==> src/rtl/dec4_to_16.sv <==
// Registered 4-to-16 one-hot decoder with active-high enable.
// Two-level 2-to-4 decoder tree feeding a 16-bit output register with synchronous clear.
module dec4_to_16 (
    input  logic        clk,
    input  logic        rst,
    input  logic        En,
    input  logic [3:0]  W,
    output logic [0:15] Y
);

    // Bit k of the result is high iff en is high and sel equals k.
    function automatic logic [0:3] dec2to4(input logic en, input logic [1:0] sel);
        logic [0:3] out;
        out = '0;
        out[sel] = en;
        return out;
    endfunction

    logic [0:3]  w_grp_en;
    logic [0:15] w_lines;
    logic [0:15] r_y;

    // First level selects one group of four lines from the upper select bits.
    assign w_grp_en = dec2to4(En, W[3:2]);

    for (genvar g = 0; g < 4; g++) begin : g_leaf
        assign w_lines[g*4 +: 4] = dec2to4(w_grp_en[g], W[1:0]);
    end

    // NOTE: sequential state uses non-blocking assignments so every flop samples pre-edge values.
    always_ff @(posedge clk) begin
        if (rst) begin
            r_y <= '0;
        end else begin
            r_y <= w_lines;
        end
    end

    assign Y = r_y;

endmodule

==> config.mk <==
export PLATFORM = sky130hd
export DESIGN_NAME = dec4_to_16
export DESIGN_NICKNAME = d
export VERILOG_FILES = /design/src/rtl/dec4_to_16.sv
export SDC_FILE = /design/constraint.sdc
export NUM_CORES = 1
export LEC_CHECK = 0
export ABC_CLOCK_PERIOD_IN_PS = 1000
export CAP_MARGIN = 20
export CORE_MARGIN = 1
export CORE_UTILIZATION = 32
export CTS_CLUSTER_DIAMETER = 150
export CTS_CLUSTER_SIZE = 16
export DETAILED_ROUTE_END_ITERATION = 12
export PLACE_DENSITY = 0.66
export SETUP_SLACK_MARGIN = 0.05
export SYNTH_ARGS = -nofsm -noshare
export SYNTH_HDL_FRONTEND = slang
export SYNTH_SLANG_ARGS = --single-unit
==> constraint.sdc <==
create_clock -name clk -period 1 [get_ports clk]
set_clock_uncertainty 0.15 [all_clocks]
set_input_delay 0.2 -clock clk [delete_from_list [all_inputs] [get_ports clk]]
set_output_delay 0.2 -clock clk [all_outputs]
set_load 0.03 [all_outputs]
==> metrics.txt <==
clock net sink count=16; top_reg_cell synth=dfxtp_1; number of synthesized flops with an enable pin=0; setup ws final=-98.9 ps; Final Instance Count excl. Fillers=83; hold path depth=3; number of buffers created by CTS=3; synthesized instance count=39; via count=377; grt ovf=0; Clock transition at path regs=~90 ps; Post-DP HPWL=a little under 700 um; worst hold slack=around 49 ps; Cell Pwr Density=approximately 1500 mW/mm2; Bufs on Longest Clock Path=2; # DRC=0; CP max-delay cell=dfxtp_2; CP Max Fanout=1; starting density of the core=0.347; clock root cell=clkbuf_4; biggest cell delay along the critical path=about 350 ps; crit-path cells=buf_6; commonest cells in the synthesized netlist=16 x dfxtp_1, 12 x nor2_1, 3 x nor3_1, 2 x nand2b_1, 2 x nand4bb_1; Synth Net Count=between 40 and 50; Cell Rows=13; fmax=910 MHz; hold_sp=rst; synthesized flop and latch total=16; die area=around 0.0016 mm2; via/cell ratio=~4.5; fin crit share=1.10; Post-DRT Antenna Nets=0; share of post-route cells with drive strength above 1=0.676; Die Height=around 40 um; register area share after synthesis=0.709; Ports=23; Final Wtd Congestion=0.762; largest net degree at the start of global routing=10; first-pass GRT wire length=~1500 um; Async SR Flop Fraction=0; Area growth syn-to-layout=73.7%; first-pass iteration count of the detailed router=4; Yosys top cell area share=0.709; Critical Path RT=around 650 ps; hold buffers post-CTS=0; final-report max-slew violation count=0; CTS tree=built; final count of hold timing violations=0; CP endpoint kind=output port; CP startpoint=Y[0]; min Tclk post-route=between 1000 and 1500 ps; number of port buffers=22; Critical Path Source Type=flop; vias in the first global route=~360; Syn. warnings=0; global-route usage over all layers=0.155; Chip Width=roughly 40 um; failing checks=negative setup slack; Buf/Inv on CP=1; Placed Cells incl. Taps=between 70 and 80; Crit Path Class=reg -> out; final core utilization=0.603; max-cap violation count=0; RSZ-0062 raised after global routing=true; diodes inserted=0; kind of cell adding the most delay to the critical path=flip-flops; Filler cells=about 110; WHS Endpoint=Y[4]; P_leak=~0.34 nW; syn_area_per_cell=11.6 um2; Hold Crit Class=in -> reg; most common cell in the synthesized netlist=dfxtp_1; Total Wirelength=between 900 and 1000 um; worst-margin pin slew=244 ps; Unique masters post-synth=9; Nets=76; core area=~0.0013 mm2; final setup vio count=16; Synth area leader=dfxtp_1; Max IR drop VDD=approximately 0.00082 V; Largest register FFs=16; antenna violations before repair=0; pre-CTS WS=-572 ps; routed len/inst=11.2 um; First DRT Iteration DRCs=6; synthesized area=~450 um2; # Post-CTS Setup Buffers=0; Area contributors post-synth=dfxtp_1 71%, nor2_1 10%, nand4bb_1 5.0%, nor3_1 3.3%, or4b_4 3.0%; status=finished, violations left; Slew HR=0.836; CTS H-tree depth=1; crit path DAT=between 700 and 800 ps
kinds of logic after synthesis:
logic type / after synthesis / synth area share
DFF: 16 / 0.709
and+or+nand+nor: 23 / 0.291
cells in the final DEF, fill, tap and decap left out, drive strengths merged:
cell type,n
buf,23
clkbuf,4
dfxtp,16
dlygate4sd2,2
nand2,1
nand2b,2
nand4b,1
nand4bb,2
nor2,12
nor3,4
or4b,1
routing by layer:
metal | share of wire | track usage | vias to the layer above
li1 | - | - | 186
met1 | 0.39 | 0.163 | 174
met2 | 0.54 | 0.246 | 15
met3 | 0.044 | 0.0682 | 2
met4 | 0.020 | 0.103 | 0
met5 | 0 | 0 | -
where the power goes:
group,total (W),internal [W],switching [W]
Sequential,0.000646,0.000644,0.00000283
Combinational,0.0000907,0.0000444,0.0000463
Clock,0.000411,0.000221,0.000189
per-stage QoR:
step                power [W]  setup TNS, ps  area, um2
floorplan            0.000693           -173        452
global placement     0.000750          -6700        673
detailed placement   0.000751          -6700        673
CTS                   0.00117          -1510        785
global route          0.00121          -1940        785
finish                0.00115          -1280        785
worst max-delay path by stage:
stage               endpoint  slack (ps)  depth (start not counted)
floorplan               Y[0]         -60                          2
global route            Y[0]        -140                          1
global placement       Y[12]        -570                          3
finish                  Y[0]        -100                          1
CTS                     Y[0]        -110                          1
detailed placement      Y[0]        -570                          3
layout make-up:
class | instances | area [um2] | share of cell area
clock buffer | 4 | 36.3 | 0.0463
multi-input combinational | 23 | 136 | 0.174
sequential | 16 | 340 | 0.434
timing repair buffer | 25 | 253 | 0.322
tap | 15 | 18.8 | 0.0239
timing repair:
action | CTS | global route
endpoints found under the setup margin | 32 | 17
gates resized for setup | 52 | 0
pin swaps | 3 | 1
Power figures use the tool's default switching activity.
